--- config.mk ---
export PLATFORM = sky130hd
export DESIGN_NAME = if_id_decode_reg
export DESIGN_NICKNAME = d
export VERILOG_FILES = /design/src/rtl/if_id_decode_reg.sv
export SDC_FILE = /design/constraint.sdc
export NUM_CORES = 1
export LEC_CHECK = 0
export ABC_AREA = 1
export CAP_MARGIN = 20
export CORE_ASPECT_RATIO = 1.75
export CORE_MARGIN = 5
export CORE_UTILIZATION = 42
export DETAILED_ROUTE_END_ITERATION = 16
export PLACE_DENSITY = 0.8
export SYNTH_ARGS = -nofsm -noshare
export SYNTH_HDL_FRONTEND = slang
export SYNTH_SLANG_ARGS = --single-unit
export TNS_END_PERCENT = 10
--- constraint.sdc ---
create_clock -name clk -period 1.8 [get_ports clk]
set_input_delay 0.36 -clock clk [delete_from_list [all_inputs] [get_ports clk]]
set_output_delay 0.36 -clock clk [all_outputs]
set_load 0.02 [all_outputs]
--- src/rtl/if_id_decode_reg.sv ---
// IF/ID pipeline register with early immediate-select / rd-write / illegal decode.
// Holds on stall, inserts a bubble on flush or invalid fetch, counts bubble cycles.
module if_id_decode_reg #(
   parameter logic [31:0] RESET_PC = 32'h0000_0000,
   parameter logic [31:0] NOP_INST = 32'h0000_0013,
   parameter int          CNT_W    = 16
) (
   input  logic             clk,
   input  logic             rst,
   input  logic             if_valid,
   input  logic [31:0]      if_pc,
   input  logic [31:0]      if_inst,
   input  logic             stall,
   input  logic             flush,
   output logic             id_valid,
   output logic [31:0]      id_pc,
   output logic [31:0]      id_inst,
   output logic [2:0]       id_sext_op,
   output logic             id_rf_we,
   output logic             id_illegal,
   output logic [CNT_W-1:0] bubble_cnt
);

   typedef struct packed {
      logic        valid;
      logic [31:0] pc;
      logic [31:0] inst;
      logic [2:0]  sext_op;
      logic        rf_we;
      logic        illegal;
   } id_state_t;

   localparam logic [2:0] SX_I    = 3'b000;
   localparam logic [2:0] SX_S    = 3'b001;
   localparam logic [2:0] SX_B    = 3'b010;
   localparam logic [2:0] SX_J    = 3'b011;
   localparam logic [2:0] SX_U    = 3'b100;
   localparam logic [2:0] SX_NONE = 3'b111;

   localparam logic [CNT_W-1:0] CNT_MAX = {CNT_W{1'b1}};

   localparam id_state_t BUBBLE = '{valid: 1'b0, pc: RESET_PC, inst: NOP_INST,
                                    sext_op: SX_I, rf_we: 1'b0, illegal: 1'b0};

   id_state_t        state_d, state_q;
   logic [CNT_W-1:0] bubble_cnt_d, bubble_cnt_q;

   logic [2:0] dec_sext_op;
   logic       dec_rf_we;
   logic       dec_illegal;
   logic       rd_nz;

   assign rd_nz = |if_inst[11:7];

   // Decode of the fetched word; only consulted when it is actually loaded.
   always_comb begin
      dec_sext_op = SX_NONE;
      dec_rf_we   = 1'b0;
      dec_illegal = 1'b1;
      if (if_inst[1:0] == 2'b11) begin
         unique case (if_inst[6:2])
            5'b00100, 5'b00000, 5'b11001: begin // op-imm, load, jalr
               dec_sext_op = SX_I;
               dec_rf_we   = rd_nz;
               dec_illegal = 1'b0;
            end
            5'b01000: begin // store
               dec_sext_op = SX_S;
               dec_illegal = 1'b0;
            end
            5'b11000: begin // branch
               dec_sext_op = SX_B;
               dec_illegal = 1'b0;
            end
            5'b11011: begin // jal
               dec_sext_op = SX_J;
               dec_rf_we   = rd_nz;
               dec_illegal = 1'b0;
            end
            5'b01101, 5'b00101: begin // lui, auipc
               dec_sext_op = SX_U;
               dec_rf_we   = rd_nz;
               dec_illegal = 1'b0;
            end
            5'b01100: begin // reg-reg: no immediate, select left at I
               dec_sext_op = SX_I;
               dec_rf_we   = rd_nz;
               dec_illegal = 1'b0;
            end
            5'b00011, 5'b11100: begin // fence, system
               dec_sext_op = SX_I;
               dec_illegal = 1'b0;
            end
            default: ;
         endcase
      end
   end

   // Priority flush > stall > load; a flush during a stall drops the held instruction.
   always_comb begin
      state_d = state_q;
      if (flush) begin
         state_d = BUBBLE;
      end else if (!stall) begin
         if (if_valid) begin
            state_d.valid   = 1'b1;
            state_d.pc      = if_pc;
            state_d.inst    = if_inst;
            state_d.sext_op = dec_sext_op;
            state_d.rf_we   = dec_rf_we;
            state_d.illegal = dec_illegal;
         end else begin
            state_d = BUBBLE;
         end
      end
   end

   // Counts every edge that leaves ID empty, held bubbles included.
   always_comb begin
      bubble_cnt_d = bubble_cnt_q;
      if (!state_d.valid && bubble_cnt_q != CNT_MAX)
         bubble_cnt_d = bubble_cnt_q + CNT_W'(1);
   end

   always_ff @(posedge clk) begin
      if (rst) begin
         state_q      <= BUBBLE;
         bubble_cnt_q <= '0;
      end else begin
         state_q      <= state_d;
         bubble_cnt_q <= bubble_cnt_d;
      end
   end

   assign id_valid   = state_q.valid;
   assign id_pc      = state_q.pc;
   assign id_inst    = state_q.inst;
   assign id_sext_op = state_q.sext_op;
   assign id_rf_we   = state_q.rf_we;
   assign id_illegal = state_q.illegal;
   assign bubble_cnt = bubble_cnt_q;

endmodule
# After elaboration in Yosys (flattened, before gate mapping)
# Cells that the tools add are included.
[word_totals] regBits=86 in_bits=69 out_inout_bits=86 elab_cells=38
[op_classes] add_sub_neg=1 eq_ne=12 muxes=9 n_reduce_logical=9
[ops] cell="$mux 70" count=3
[ops] cell="$eq 5x5->1 const B" count=4
[ops] cell="$add 16x1->16 const B" count=1
[ops] cell="$ne 16x16->1 const B" count=1
[ops] cell="$eq 5x4->1 const B" count=3
[ops] cell="$pmux 3 s5" count=1
[ops] cell="$reduce_or 11->1" count=1
[ops] cell="$eq 5x3->1 const B" count=2
[ops] cell="$reduce_or 7->1" count=1
[ops] cell="$reduce_or 6->1" count=1
[ops] cell="$eq 5x2->1 const B" count=1
[ops] cell="$logic_not 5->1" count=1
[ops] cell="$reduce_or 5->1" count=1
[ops] cell="$mux 1" count=4
[ops] cell="$reduce_or 2->1" count=2
[ops] cell="$mux 3" count=1
[ops] cell="$eq 2x2->1 const B" count=1
[ops] cell="$logic_and 1x1->1" count=1
[ops] cell="$logic_not 1->1" count=1

# Longest topological paths before layout
[depth] ltp_word=9 depth_mapped=10

# Least setup slack after synthesis
# Ideal clock, no wire load.
[synth_path] path_type="flip-flop to flip-flop" start="register bubble_cnt_q[0], in the netlist bubble_cnt[0]" end="register bubble_cnt_q[1], in the netlist bubble_cnt[1]" setup_time_ns=0.116 arrival_time_ns=1.539 t_required_ns=1.684 slack_ns=0.145 path_stages_with_launch=10 path_buffers=1 period_less_slack_ns=1.655 cell_sequence="dfxtp_1 ha_1 nand3_2 nor3_4 nand2_2 nand2_4 inv_4 buf_6 nor2_1 nor2_1"
[synth_via] elab_chain_len=2
[synth_lines] item="start, declared" line_no="46" rtl="logic [CNT_W-1:0] bubble_cnt_d, bubble_cnt_q;"
[synth_lines] item="start signal, assigned" line_no="131" rtl="bubble_cnt_q <= bubble_cnt_d;"
[synth_lines] item="branches (longest 2 deep; another with $add 16x1->16)"
# Parallel ways; which one is timed is not known.
# A chain may end at the register's enable or synchronous reset.

# Worst setup path after layout
[layout_path] start="register bubble_cnt_q[10], in the netlist bubble_cnt[10]" end="output bubble_cnt[10]"
[layout_rtl] item="end, declared" line_no="21" rtl="output logic [CNT_W-1:0] bubble_cnt"
# No word-level cell between the ends.

==> metrics.md <==
| Metric | Value |
|---|---|
| Final min period | 1770 ps |
| RSZ-0062 raised after global routing | false |
| Ant. Diodes | 0 |
| Netlist cell types | 28 |
| Most frequent cell after synthesis | nand2_1 |
| TritonCTS buffer count | 9 |
| DR iter-0 viols | 148 |
| Router iterations before antenna repair | 4 |
| Register area | 1720 um^2 |
| Pleak | 2.13 nW |
| Avg Cell Area, Syn | 7.22 um^2 |
| DRC | 0 |
| Fin crit share | 0.982 |
| Chip height | 131 um |
| Final Hold Fails | 0 |
| Pin count of the biggest net entering global routing | 66 |
| CP required | 1440 ps |
| Count of input and output buffers | 154 |
| CTS H-Tree Depth | 3 |
| Clock slew at reported path FFs | 60 ps |
| Post-Syn Area | 3510 um^2 |
| Clk_lat worst skew | 330 ps |
| Cell count after synthesis | 487 |
| Core area | 8260 um^2 |
| Sequential share of the synthesized area | 0.490 |
| Post-synth top cells | nand2_1, dfxtp_1, a21oi_1 |
| Row count | 44 |
| Final Cell Area | 5490 um^2 |
| # IOs | 155 |
| Yosys warns | 0 |
| CTS tree | done |
| Worst-path fanout max | 5 |
| GRT Residual Overflow | 0 |
| Final setup viols | 0 |
| HPWL Detailed | 7.81 mm |
| Routed wire per std cell | 14.3 um |
| Peak Freq | 566 MHz |
| CP Buf/Inv Count | 1 |
| DR vias/cell | 5.00 |
| Status | completed |
| Critical Path Start Type | flip-flop |
| Initial core utilization | 0.426 |
| Worst hold path class | input pin to flip-flop |
| First-pass GRT wire length | 16.4 mm |
| Post-synth EDFFs | 0 |
| Initial antenna violation count | 0 |
| P per Cell Area | 792 nW/um^2 |
| Area after DPL | 5170 um^2 |
| Yosys reg bits | 86 |
| Drt total wl | 10.5 mm |
| Routability congestion estimate | 0.916 |
| Critical path's largest stage delay | 650 ps |
| Vias | 3678 |
| Multi-input gate area | 1590 um^2 |
| Clock buffer depth | 2 |
| CP Cell Sequence | clkdlybuf4s50_1 |
| Worst slew pin tran | 644 ps |
| Fillers | 702 |
| Slowest CP cell | clkdlybuf4s50_1 |
| Endpoint arrival time on the critical path | 1410 ps |
| Ys async rst share | 0 |
| Peak VDD IR | 0.576 mV |
| Worst Clk Skew | 4.41 ps |
| Die width | 79.2 um |
| Max-cap violation count | 0 |
| Share of cells above drive strength 1 | 0.0652 |
| Clk sink count | 86 |
| Slew Viols, Final | 0 |
| Ys flop type | dfxtp_1 |
| Die ar. | 10400 um^2 |
| Number of global-route vias before repair | 3634 |
| Fin nets | 709 |
| Crit end category | primary output |
| Top delay family on crit path | buffers and inverters |
| Final ANT Viol Nets | 0 |
| Synth top area share | 0.490 |
| Largest cells by area after synthesis | dfxtp_1, nand2_1, a21oi_1, nor2_1, inv_1 |
| WS Path Type | flip-flop to primary output |
| All-Layer GR Usage | 0.199 |
| Synth area leader | dfxtp_1 |
| Synth-to-layout area growth | 56.2% |
| # hold bufs at CTS | 0 |
| Syn Nets | 557 |
| Tot Pwr | 4.35 mW |
| Root Driver | clkbuf_16 |
| Slew headroom | 0.570 |
-- final cells by class --
cell class / count / area share
tap: 92 / 0.0210
multi-input combinational: 356 / 0.290
clock buffer: 10 / 0.0435
inverter: 21 / 0.0148
timing repair buffer: 165 / 0.304
clock inverter: 6 / 0.0125
sequential: 86 / 0.314
-- state kept, by name (all words and copies together) (netlist names) --
signal	cells
id_pc	32
id_rf_we	1
id_inst	32
id_valid	1
id_illegal	1
id_sext_op	3
bubble_cnt	16
-- repair_timing --
| item | 4_1_cts | 5_1_grt |
|---|---|---|
| endpoints found under the hold margin | 0 | 0 |
| endpoints found under the setup margin | 2 | 9 |
| buffers inserted | 0 | 0 |
| resized for setup | 2 | 8 |
-- per-stage QoR --
step / hold slack, ps / setup TNS (ps) / instances / setup slack [ps] / util
after floorplan: 429 / 0 / 487 / 145 / -
after global placement: 444 / 0 / 720 / 64.7 / 0.626
after detailed placement: 446 / -56.8 / 720 / -32.6 / 0.626
after CTS: 331 / 0 / 736 / 11.1 / 0.663
after global routing: 350 / 0 / 736 / 3.79 / 0.665
final: 333 / 0 / 736 / 32.5 / 0.665
-- power breakdown --
part,switching (mW),total (mW),internal [mW]
sequential,0.0268,1.97,1.94
combinational,0.250,0.511,0.261
clock,0.747,1.87,1.12
-- placed cells by master, fill, tap and decap left out, types with 2 or more instances in the layout --
cell type        count
nand2_1            193
clkdlybuf4s50_1    144
dfxtp_1             85
a21oi_1             80
nor2_1              34
inv_1               17
nand3_1             10
clkbuf_16            9
xor2_1               8
buf_4                8
dlymetal6s2s_1       7
nor3_1               6
o21ai_0              5
nand2_2              4
nand4_1              4
inv_2                3
o22ai_1              3
buf_12               3
clkinv_4             2
dlygate4sd2_1        2
-- cells by family after synthesis --
| group | Yosys count | synth area share |
|---|---|---|
| xor gates and xnor gates | 9 | 0.0224 |
| DFF | 86 | 0.490 |
| buffers and inverters | 45 | 0.0570 |
| and+or+nand+nor | 257 | 0.299 |
| AOI/OAI and AO/OA | 89 | 0.129 |
| adders and majority gates | 1 | 0.00356 |
-- routing by layer --
| layer | wire length (um) | GRT usage | vias to the layer above |
|---|---|---|---|
| met3 | 693 | 0.0521 | 32 |
| li1 | - | - | 1855 |
| met5 | 0 | 0 | - |
| met2 | 5810 | 0.374 | 128 |
| met1 | 3740 | 0.200 | 1663 |
| met4 | 295 | 0.0982 | 0 |
-- final timing paths --
path / startpoint / endpoint / slack (ps) / cells past startpoint
max reg2reg: bubble_cnt[1] / bubble_cnt[0] / 150 / 8
min reg2reg: id_inst[25] / id_inst[25] / 450 / 2
min: stall / id_illegal / 330 / 3
max: bubble_cnt[10] / bubble_cnt[10] / 30 / 1
Power figures use the tool's default switching activity.
